--- src/rtl/norm_share_ctrl.sv ---
// Two-port round-robin sequencer for one shared leading-zero normalizer.
// Ports: clk/rst, req/a/gnt/done/b/sh/zero per port, norm_a/b/sh, busy, err.
module norm_share_ctrl #(
  parameter int W   = 32,
  parameter int SHW = 5
) (
  input  logic           clk,
  input  logic           rst,
  input  logic           req0,
  input  logic [W-1:0]   a0,
  output logic           gnt0,
  output logic           done0,
  output logic [W-1:0]   b0,
  output logic [SHW-1:0] sh0,
  output logic           zero0,
  input  logic           req1,
  input  logic [W-1:0]   a1,
  output logic           gnt1,
  output logic           done1,
  output logic [W-1:0]   b1,
  output logic [SHW-1:0] sh1,
  output logic           zero1,
  output logic [W-1:0]   norm_a,
  input  logic [W-1:0]   norm_b,
  input  logic [SHW-1:0] norm_sh,
  output logic           busy,
  output logic           err
);

  typedef enum logic [1:0] {
    IDLE,
    EVAL,
    RESP
  } state_t;

  state_t         state;
  state_t         state_d;
  logic           rr_ptr;
  logic           owner;
  logic [W-1:0]   opnd;
  logic [W-1:0]   res_b;
  logic [SHW-1:0] res_sh;
  logic           res_z;
  logic           take;
  logic           pick1;

  // pick1: port 1 wins when alone or when the pointer favours it
  always_comb begin
    state_d = state;
    take    = 1'b0;
    pick1   = 1'b0;
    unique case (state)
      IDLE: begin
        if (req0 | req1) begin
          take    = 1'b1;
          pick1   = req1 & (~req0 | rr_ptr);
          state_d = EVAL;
        end
      end
      EVAL:    state_d = RESP;
      RESP:    state_d = IDLE;
      default: state_d = IDLE;
    endcase
  end

  always_ff @(posedge clk or posedge rst) begin
    if (rst) state <= IDLE;
    else     state <= state_d;
  end

  assign norm_a = (state == IDLE) ? '0 : opnd;

  always_ff @(posedge clk or posedge rst) begin
    if (rst) begin
      gnt0   <= 1'b0;
      gnt1   <= 1'b0;
      done0  <= 1'b0;
      done1  <= 1'b0;
      busy   <= 1'b0;
      err    <= 1'b0;
      rr_ptr <= 1'b0;
      owner  <= 1'b0;
      opnd   <= '0;
      res_b  <= '0;
      res_sh <= '0;
      res_z  <= 1'b0;
      b0     <= '0;
      sh0    <= '0;
      zero0  <= 1'b0;
      b1     <= '0;
      sh1    <= '0;
      zero1  <= 1'b0;
    end else begin
      gnt0  <= take & ~pick1;
      gnt1  <= take & pick1;
      done0 <= (state == RESP) & ~owner;
      done1 <= (state == RESP) & owner;
      busy  <= (state_d != IDLE);
      if (take) begin
        opnd   <= pick1 ? a1 : a0;
        owner  <= pick1;
        rr_ptr <= ~pick1;
      end
      if (state == EVAL) begin
        // zero operand bypasses whatever the normalizer reports
        if (opnd == '0) begin
          res_b  <= '0;
          res_sh <= '0;
          res_z  <= 1'b1;
        end else begin
          res_b  <= norm_b;
          res_sh <= norm_sh;
          res_z  <= 1'b0;
          if (!norm_b[W-1]) err <= 1'b1;
        end
      end
      if (state == RESP) begin
        if (owner) begin
          b1    <= res_b;
          sh1   <= res_sh;
          zero1 <= res_z;
        end else begin
          b0    <= res_b;
          sh0   <= res_sh;
          zero0 <= res_z;
        end
      end
    end
  end

endmodule

--- config.mk ---
export PLATFORM = sky130hd
export DESIGN_NAME = norm_share_ctrl
export DESIGN_NICKNAME = d
export VERILOG_FILES = /design/src/rtl/norm_share_ctrl.sv
export SDC_FILE = /design/constraint.sdc
export NUM_CORES = 1
export LEC_CHECK = 0
export CAP_MARGIN = 20
export CORE_MARGIN = 2
export CORE_UTILIZATION = 40
export DETAILED_ROUTE_END_ITERATION = 10
export HOLD_SLACK_MARGIN = 0.03
export PLACE_DENSITY = 0.72
export SLEW_MARGIN = 20
export SYNTH_ARGS = -nofsm -noshare
export SYNTH_HDL_FRONTEND = slang
export SYNTH_SLANG_ARGS = --single-unit
--- constraint.sdc ---
create_clock -name clk -period 9.63 [get_ports clk]
set_input_delay 2.4075 -clock clk [delete_from_list [all_inputs] [get_ports clk]]
set_output_delay 2.4075 -clock clk [all_outputs]
set_load 0.005 [all_outputs]
Word-level counts from Yosys, hierarchy flattened

Cells that the tools add are included.

Register bits after elaboration: 156
Output and inout bits: 114
Word-level logic and storage cells: 50

Equal/unequal tests: 2
Multiplexer cells: 11
Bitwise operators: 12
Reductions and logical operators: 6

Operators by type and width:

| operator                                            | number |
|---|---|
| 2-to-1 mux 32 bit                                   | 3 |
| logical NOT 32 bit                                  | 1 |
| AND 1 bit                                           | 5 |
| 2-to-1 mux 1 bit                                    | 5 |
| 2-to-1 mux 5 bit                                    | 1 |
| NOT 1 bit                                           | 5 |
| case mux 2 bit (2 select lines)                     | 1 |
| AND reduction 2 bit                                 | 2 |
| AND reduction 3 bit                                 | 1 |
| equality test 2 x 1 -> 1 bit, second input constant | 1 |
| equality test 2 bit, second input constant          | 1 |
| logical NOT 2 bit                                   | 1 |
| 2-to-1 mux 2 bit                                    | 1 |
| bitwise OR 1 bit                                    | 2 |
| nonzero test 2 bit                                  | 1 |

Logic depth before layout (Yosys ltp)

Gate-level depths: netlist (run 1).

Word-level depth: 7
Depth in mapped cells: 7
Mapped depth without buffers: 5

Least setup slack after synthesis (run 1)

Ideal clock, no wire load.

Kind: reg-to-output
Start: reg state[1]
End: out norm_a[10]
Data arrival time: 957 ps
Slack: 6266 ps
Stages on the path, launching flop included: 4
Buffers on the path: 1
Path through: dfrtp_1 -> nor2_2 -> clkbuf_1 -> nor2b_1

Longest elaborated chain between the ends: 2

RTL lines:

| item                   | RTL line | text |
|---|---|---|
| from (decl)            | 36       | `state_t state;` |
| from (signal assigned) | 68       | `else state <= state_d;` |
| logical NOT 2 bit      | 71       | `assign norm_a = (state == IDLE) ? '0 : opnd;` |
| 2-to-1 mux 32 bit      | 71       |  |
| to (decl)              | 23       | `output logic [W-1:0] norm_a,` |

Every way passes these cells.

Worst setup path in the final report (run 1)

Start: reg state[0]
End: out norm_a[0]

Same word-level chain as after synthesis.

==> impl_metrics.toml, run 1 <==
[run_status]
status = "finished, final reports clean"

[worst_setup_path]
crit_family = "buffers and inverters"
crit_chain = "nor2_2, buf_4, and2b_1, clkdlybuf4s50_1"
reg2reg_depth = 4
crit_type = "reg2out"
startpoint_type = "flip-flop"
max_stage_delay_ns = 0.44
crit_buf_inv = 2
reg2reg_from = "state[1]"
worst_r2r_endpoint = "res_b[0]"
arrival_ns = 1.97
cp_max_fo = 34
required_ns = 7.22
r2r_setup_slack_ns = 7.21
end_kind = "output pin"
cpMaxStageDelayCell = "dfrtp_1"

[yosys]
synth_common_cells = "nand2_1 (191), dfrtp_1 (156), a21o_1 (32)"
synth.top_cell.area_share_pct = 61.4
syn_nets = 690
syn_area_um2 = 6360
synthArstFlopShare_pct = 100
synth-edff-count = 0
synth.distinct_cells = 28
synth_area_per_cell_um2 = 10.9
syn_inst = 585
ys_dominant_reg_cell = "dfrtp_1"
yosysTopAreaCell = "dfrtp_1"
synth_area_leaders = "dfrtp_1 (61%), nand2_1 (11%), mux2_2 (5.1%)"
yosysMostFrequentCell = "nand2_1"
yosysWarnings = 0
ys_seq_elements = 156
ys_seq_area_share_pct = 61.4

[floorplanning]
die_w_um = 130
core_area_um2 = 15700
die-area_um2 = 16900
rows = 46
io_pins = 219
die_y_um = 130
initial_core_util_pct = 40.5

[clock_network]
clk_pin_slew_ns = 0.06
cts_setup_buffers = 0
post_cts_resized = 0
clkLatencyLatePin_ns = 0.41
cts_htree_levels = 4
cts-root-buf = "clkbuf_16"
cts_hold_buffers = 0
cts_made_buffers = 17
cts_sinks = 156
clk_path_buf_depth = 2
cts_tree = "built"

[final_layout]
postLayoutCellArea_um2 = 9280
layout.nets = 895
area_growth_pct = 45.8
fin_util_pct = 59.0
drive_gt1_share_pct = 9.46
seqCellArea_um2 = 3900
fillers = 1293
antenna_cells = 0
multiInputGateArea_um2 = 2230

[route]
wl_per_cell_um = 17.1
vias = 5067
vias_per_cell = 4.97
drtIter0Drc = 217
finalWirelength_um = 17400
drt_pre_antenna_iters = 5
postRouteAntennaNets = 0
route.detailed.drc = 0

[power_and_ir_drop]
totalPowerFinal_mw = 3.16
pwr_density_cell_nw_per_um2 = 340
power.leakage_nw = 4.31
ir_drop_mv = 0.143

[sta]
setup_viol = 0
fmax_ghz = 0.228
fin_crit_sh_pct = 45.5
tns_ns = 0
max-slew-margin-rel_pct = 31.9
drv_slew = 0
worstMarginPinSlew_ns = 1.02
rsz0062_at_grt = "no"
layout_min_cycle_time_ns = 4.38
skew_ns = 0.00708
hold_viol_final = 0
fin_hold_ws_ns = 0.476

[placed_design]
portBuffers = 218
dpl_cell_area_um2 = 8650
gp_congestion = 0.910
place_hpwl_um = 11300

[hold_path]
holdCritStartpoint = "b1[7]"
holdPathStages = 2
whs_endpoint = "b1[7]"
min_path_type = "reg2reg"

[grt]
grt_pass1_vias = 5151
grt_usage_pct = 21.1
antenna_found_initial = 0
grt_max_degree = 84
grt_overflow = 0
grt_pass1_wl_um = 27100

[job]
max-cap-violations = 0
## registers in the layout, indices dropped and copies added, names as in the netlist, 2 cells and up
name,flops
b0,32
b1,32
opnd,32
res_b,32
res_sh,5
sh0,5
sh1,5
state,2
## worst register-to-register path, cell delays in order, from the launching register on
cell and delay (ns):
dfrtp_1 0.42, nand2b_2 0.69, inv_2 0.87, nand2_1 0.21
o21ai_1 0.17
## layout by cell type (no fill, tap or decap)
| cell type | instances |
|---|---|
| o21ai_1 | 30 |
| mux2_1 | 9 |
| nand2b_1 | 1 |
| nand3b_1 | 1 |
| nor4_1 | 8 |
| nor3b_4 | 1 |
| o21ai_2 | 1 |
| clkinv_4 | 1 |
| nand2b_2 | 1 |
| and3_1 | 1 |
| clkinv_2 | 4 |
| a21o_1 | 32 |
| o21ai_0 | 8 |
| o31ai_1 | 2 |
| inv_1 | 1 |
| mux2i_1 | 1 |
| inv_6 | 3 |
| buf_4 | 6 |
| nor2_4 | 2 |
| nand2_1 | 191 |
| a22o_1 | 31 |
| dfrtp_1 | 156 |
| nor2b_1 | 30 |
| clkdlybuf4s50_1 | 218 |
| inv_8 | 1 |
| clkbuf_16 | 17 |
| clkbuf_1 | 1 |
| mux2_2 | 29 |
| bufinv_16 | 4 |
| inv_2 | 3 |
| nand4_1 | 2 |
| nor2_2 | 1 |
| and2b_1 | 2 |
| nor2_1 | 2 |
| clkinvlp_4 | 2 |
## report_power, final
group	switching [mW]	internal, mW
Clock	0.264	0.435
Combinational	0.550	0.733
Sequential	0.214	0.962
Total	1.03	2.13
## logic make-up (layout without fill, tap and decap cells)
kind of cell	after synthesis	count (layout)	share of synthesized area (%)
buffers and inverters	43	261	3.85
DFF	156	156	61.4
AOI/OAI and AO/OA	104	104	11.4
muxes	39	39	6.88
and+or+nand+nor	243	243	16.5
## per-stage QoR
| stage | setup WS, ns | std cells |
|---|---|---|
| 5_1_grt | 5.12 | 1019 |
| 2_1_floorplan | 3.02 | 585 |
| 3_3_place_gp | 5.16 | 987 |
| 6_report | 5.25 | 1019 |
| 3_5_place_dp | 5.11 | 987 |
| 4_1_cts | 5.21 | 1019 |
## layer usage
metal  GRT usage [%]  part of all wire, %
met5               0                    0
met2            34.3                   47
met4            5.95                 0.93
met3            5.95                  7.4
met1            27.9                   44
## area by class of cell
cell class | instances | area share (%)
clock inverter | 14 | 2.08
clock buffer | 18 | 4.63
sequential | 156 | 42.1
timing repair buffer | 224 | 24.0
multi-input combinational | 386 | 24.0
tap | 216 | 2.91
inverter | 5 | 0.256
## how the worst max path moves through the flow
stage,from,to,cells after the start
after floorplan,rst,b0[0],1
after global placement,req0,opnd[0],6
after detailed placement,req0,opnd[19],6
after CTS,state[0],norm_a[0],4
after global routing,state[0],norm_a[0],4
final,state[0],norm_a[0],4
(Power assumes the default switching activity.)
==> run 2: changes to the inputs <==
PLACE_DENSITY = 0.75   (was 0.72)
clock period = 3.9 ns   (was 9.63 ns; I/O delays follow)
==> run 2 against run 1 <==
Effect of this change:
- global-route usage shrank 0.25 points
- clock skew increased by 0.0028 ns
- flip-flop and latch count is the same
- combinational power increased by 150%
- final cell count increased by 0.49%
- highest routed layer unchanged
==> impl_metrics.toml, run 2 (synthesized netlist as in run 1, its figures left out) <==
[final_layout]
final_cells = 1024
final_common_cell = "clkdlybuf4s50_1"
final_cell_mix = "clkdlybuf4s50_1 (218), nand2_1 (191), dfrtp_1 (156), a21o_1 (32), a22o_1 (31)"
antenna_cells = 0
area_growth_pct = 45.6
drive_gt1_share_pct = 9.78
postLayoutCellArea_um2 = 9270
layout.nets = 900
fillers = 1290

[floorplanning]
core_area_um2 = 15700
io_pins = 219
die_w_um = 130
die_y_um = 130
initial_core_util_pct = 40.5
die-area_um2 = 16900
rows = 46

[worst_setup_path]
required_ns = 2.92
crit_type = "reg2out"
cp_max_fo = 30
crit_chain = "nor2_2, buf_4, and2b_1, clkdlybuf4s50_1"
end_kind = "output pin"
startpoint_type = "flip-flop"
max_stage_delay_ns = 0.46
cpMaxStageDelayCell = "clkdlybuf4s50_1"
arrival_ns = 2.09

[power_and_ir_drop]
pwr_density_cell_nw_per_um2 = 823
ir_drop_mv = 0.441
power.leakage_nw = 4.30
totalPowerFinal_mw = 7.63

[sta]
fmax_ghz = 0.326
setup_viol = 0
max-slew-margin-rel_pct = 32.4
hold_viol_final = 0
fin_hold_ws_ns = 0.477
skew_ns = 0.00985
drv_slew = 0
rsz0062_at_grt = "no"
layout_min_cycle_time_ns = 3.07
fin_crit_sh_pct = 78.7
tns_ns = 0
worstMarginPinSlew_ns = 1.01

[grt]
antenna_found_initial = 0
grt_usage_pct = 20.9
grt_max_degree = 43
grt_overflow = 0
grt_pass1_wl_um = 27300
grt_pass1_vias = 5403

[clock_network]
cts_tree = "built"
cts_htree_levels = 4
post_cts_resized = 0
cts_sinks = 156
cts_hold_buffers = 0
clk_pin_slew_ns = 0.06
cts_setup_buffers = 0
clkLatencyLatePin_ns = 0.41
cts-root-buf = "clkbuf_16"
cts_made_buffers = 17
clk_path_buf_depth = 2

[route]
route.detailed.drc = 0
finalWirelength_um = 17200
vias = 5112
drtIter0Drc = 255
postRouteAntennaNets = 0
wl_per_cell_um = 16.8
drt_pre_antenna_iters = 4
vias_per_cell = 4.99

[run_status]
status = "finished, final reports clean"

[placed_design]
place_inst = 992
gp_congestion = 0.898
place_hpwl_um = 11700
portBuffers = 218
dpl_cell_area_um2 = 8700

[job]
max-cap-violations = 0

[hold_path]
min_path_type = "reg2reg"
-- run 2: cell count changes in the layout (fill, tap and decap cells not counted), sizes merged --
| cell | before | now |
|---|---|---|
| buf | 6 | 11 |
| bufinv | 4 | 1 |
| clkbuf | 18 | 23 |
| clkinv | 5 | 3 |
| clkinvlp | 2 | 4 |
| inv | 8 | 6 |
-- run 2: area by class of cell --
class | count | area [µm²] | area share [%]
clock inverter | 9 | 85.1 | 0.918
timing repair buffer | 229 | 2280 | 24.6
multi-input combinational | 386 | 2230 | 24.1
tap | 216 | 270 | 2.92
sequential | 156 | 3900 | 42.1
clock buffer | 23 | 478 | 5.16
inverter | 5 | 22.5 | 0.243
-- run 2: worst max-delay path: cells and delay by family, from the launching register on --
kind	cells	cell delay (ns)
flops	1	0.44
buf+inv	2	0.81
simple gates	2	0.42
-- run 2: final timing paths --
path / start / to / slack (ns) / cells past startpoint
min in group asynchronous: rst / res_b[28] / 1.11 / 2
max in group asynchronous: rst / b1[21] / 2.04 / 3
min reg2reg: b1[27] / b1[27] / 0.48 / 2
max: state[0] / norm_a[0] / 0.83 / 4
max reg2reg: state[0] / opnd[31] / 1.49 / 6
min: b1[27] / b1[27] / 0.48 / 2
-- run 2: through the flow --
| step | setup slack (ns) | utilization, % |
|---|---|---|
| CTS | 0.815 | 59.0 |
| global placement | 1.09 | 55.4 |
| finish | 0.832 | 59.0 |
| floorplan | 0.952 | - |
| detailed placement | 1.03 | 55.4 |
| global route | 0.739 | 59.0 |
-- run 2: where the power goes --
group	internal [mW]	switching (mW)
Combinational	1.81	1.35
Sequential	2.38	0.533
Clock	0.929	0.623
-- run 2: routing by layer --
layer | vias up | share of wire [%] | track usage [%]
li1 | 2368 | - | -
met1 | 2490 | 43 | 26.7
met2 | 238 | 48 | 35.0
met3 | 16 | 8.1 | 5.82
met4 | 0 | 1.0 | 5.69
met5 | - | 0 | 0
==> run 3: changes to the inputs <==
PLACE_DENSITY = 0.72   (was 0.75)
clock period = 3 ns   (was 3.9 ns; I/O delays follow)
==> run 3 against run 2 <==
Effect of this change:
- sequential share of layout area shrank 0.24 points
- clock skew shrank 0.0029 ns
- clock power is 30% higher
- routed wire length is 0.86% lower
- utilization increased by 0.33 points
- global-route usage is 0.14 points higher
- flip-flop and latch count stayed put
- sequential power increased by 29%
- first-iteration DRC count up 5.5%
- combinational power grew 30%
- count of clock-buffer cells in the layout increased by 1
- register-to-register slack lost 0.65 ns
- critical path type unchanged
==> impl_metrics.toml, run 3 (synthesized netlist as in run 1, its figures left out) <==
[run_status]
status = "finished, final reports clean"

[placed_design]
place_hpwl_um = 11600
portBuffers = 218
place_inst = 997
gp_congestion = 0.864
post-place-ws_ns = 0.596

[power_and_ir_drop]
power.leakage_nw = 4.34
ir_drop_mv = 0.606
pwr_density_cell_nw_per_um2 = 1060
totalPowerFinal_mw = 9.89

[clock_network]
cts_hold_buffers = 0
cts-root-buf = "clkbuf_16"
post_cts_resized = 0
cts_tree = "built"
cts_htree_levels = 4
cts_setup_buffers = 0
clk_pin_slew_ns = 0.06
cts_made_buffers = 17
cts_sinks = 156
clkLatencyLatePin_ns = 0.42
clk_path_buf_depth = 2

[grt]
grt_max_degree = 44
grt_overflow = 0
grt_pass1_wl_um = 27000
grt_pass1_vias = 5224
antenna_found_initial = 0
grt_usage_pct = 21.0

[sta]
hold_viol_final = 0
max-slew-margin-rel_pct = 49.6
setup_viol = 0
tns_ns = 0
fmax_ghz = 0.365
fin_crit_sh_pct = 91.2
worstMarginPinSlew_ns = 0.755
drv_slew = 0
setup_ws_ns = 0.263
layout_min_cycle_time_ns = 2.74
skew_ns = 0.00695
rsz0062_at_grt = "no"

[route]
finalWirelength_um = 17100
drtIter0Drc = 269
wl_per_cell_um = 16.6
drt_pre_antenna_iters = 4
vias = 5105
postRouteAntennaNets = 0
vias_per_cell = 4.97
route.detailed.drc = 0

[final_layout]
drive_gt1_share_pct = 10.1
layout.nets = 905
final_cell_mix = "clkdlybuf4s50_1 (218), nand2_1 (191), dfrtp_1 (156), a21o_1 (32), a22o_1 (31)"
final_cells = 1027
area_growth_pct = 46.5
antenna_cells = 0
final_common_cell = "clkdlybuf4s50_1"

[hold_path]
min_path_type = "reg2reg"

[floorplanning]
rows = 46
initial_core_util_pct = 40.5
die_y_um = 130
io_pins = 219
core_area_um2 = 15700
die-area_um2 = 16900
die_w_um = 130

[worst_setup_path]
startpoint_type = "flip-flop"
cp_max_fo = 34
end_kind = "output pin"
arrival_ns = 1.99
required_ns = 2.25
crit_type = "reg2out"

[job]
max-cap-violations = 0
## run 3: changes by cell type in the layout (fill, tap and decap cells not counted)
cell / change
buf_4: +3
buf_12: +2
clkinvlp_4: -2
clkbuf_8: +1
inv_6: -1
## run 3: path summary, 6_finish.rpt
check | start | to | slack [ns] | depth (start not counted)
setup reg to reg | opnd[25] | err | 0.84 | 5
setup / recovery | state[0] | norm_a[0] | 0.26 | 4
min in group asynchronous | rst | b1[29] | 0.79 | 2
max in group asynchronous | rst | b0[26] | 1.57 | 3
hold reg to reg | b1[12] | b1[12] | 0.47 | 2
hold / removal | b1[12] | b1[12] | 0.47 | 2
## run 3: critical path: stages (launching register included)
cell and delay [ns]:
dfrtp_1 0.44, nor2_2 0.11, buf_4 0.34, and2b_1 0.24, clkdlybuf4s50_1 0.44
## run 3: area by class of cell
cell class,count,area [µm²]
Clock inverter,6,61.3
Tap cell,216,270
Multi-Input combinational cell,386,2230
Clock buffer,24,492
Sequential cell,156,3900
Inverter,5,22.5
Fill cell,1285,6390
Timing Repair Buffer,234,2340
## run 3: where the power goes
group	switching (mW)	leakage [nW]	internal [mW]
clock	0.791	0.272	1.22
sequential	0.669	1.94	3.09
combinational	1.74	2.13	2.38
## run 3: per-layer routing
layer  vias to the layer above  wire [µm]  track usage, %  part of all wire (%)
met5                         -          0               0                     0
met4                         0        276            7.46                   1.6
met3                        21       1480            5.45                   8.6
met2                       234       7940            34.4                    47
met1                      2469       7370            27.1                    43
li1                       2381          -               -                     -
## run 3: through the flow
step | util [%] | hold slack, ns | cell area (µm²)
5_1_grt | 59.3 | 0.489 | 9320
2_1_floorplan | - | 0.455 | 6370
3_3_place_gp | 55.8 | 0.458 | 8770
4_1_cts | 59.3 | 0.477 | 9320
3_5_place_dp | 55.8 | 0.462 | 8770
6_report | 59.3 | 0.472 | 9320
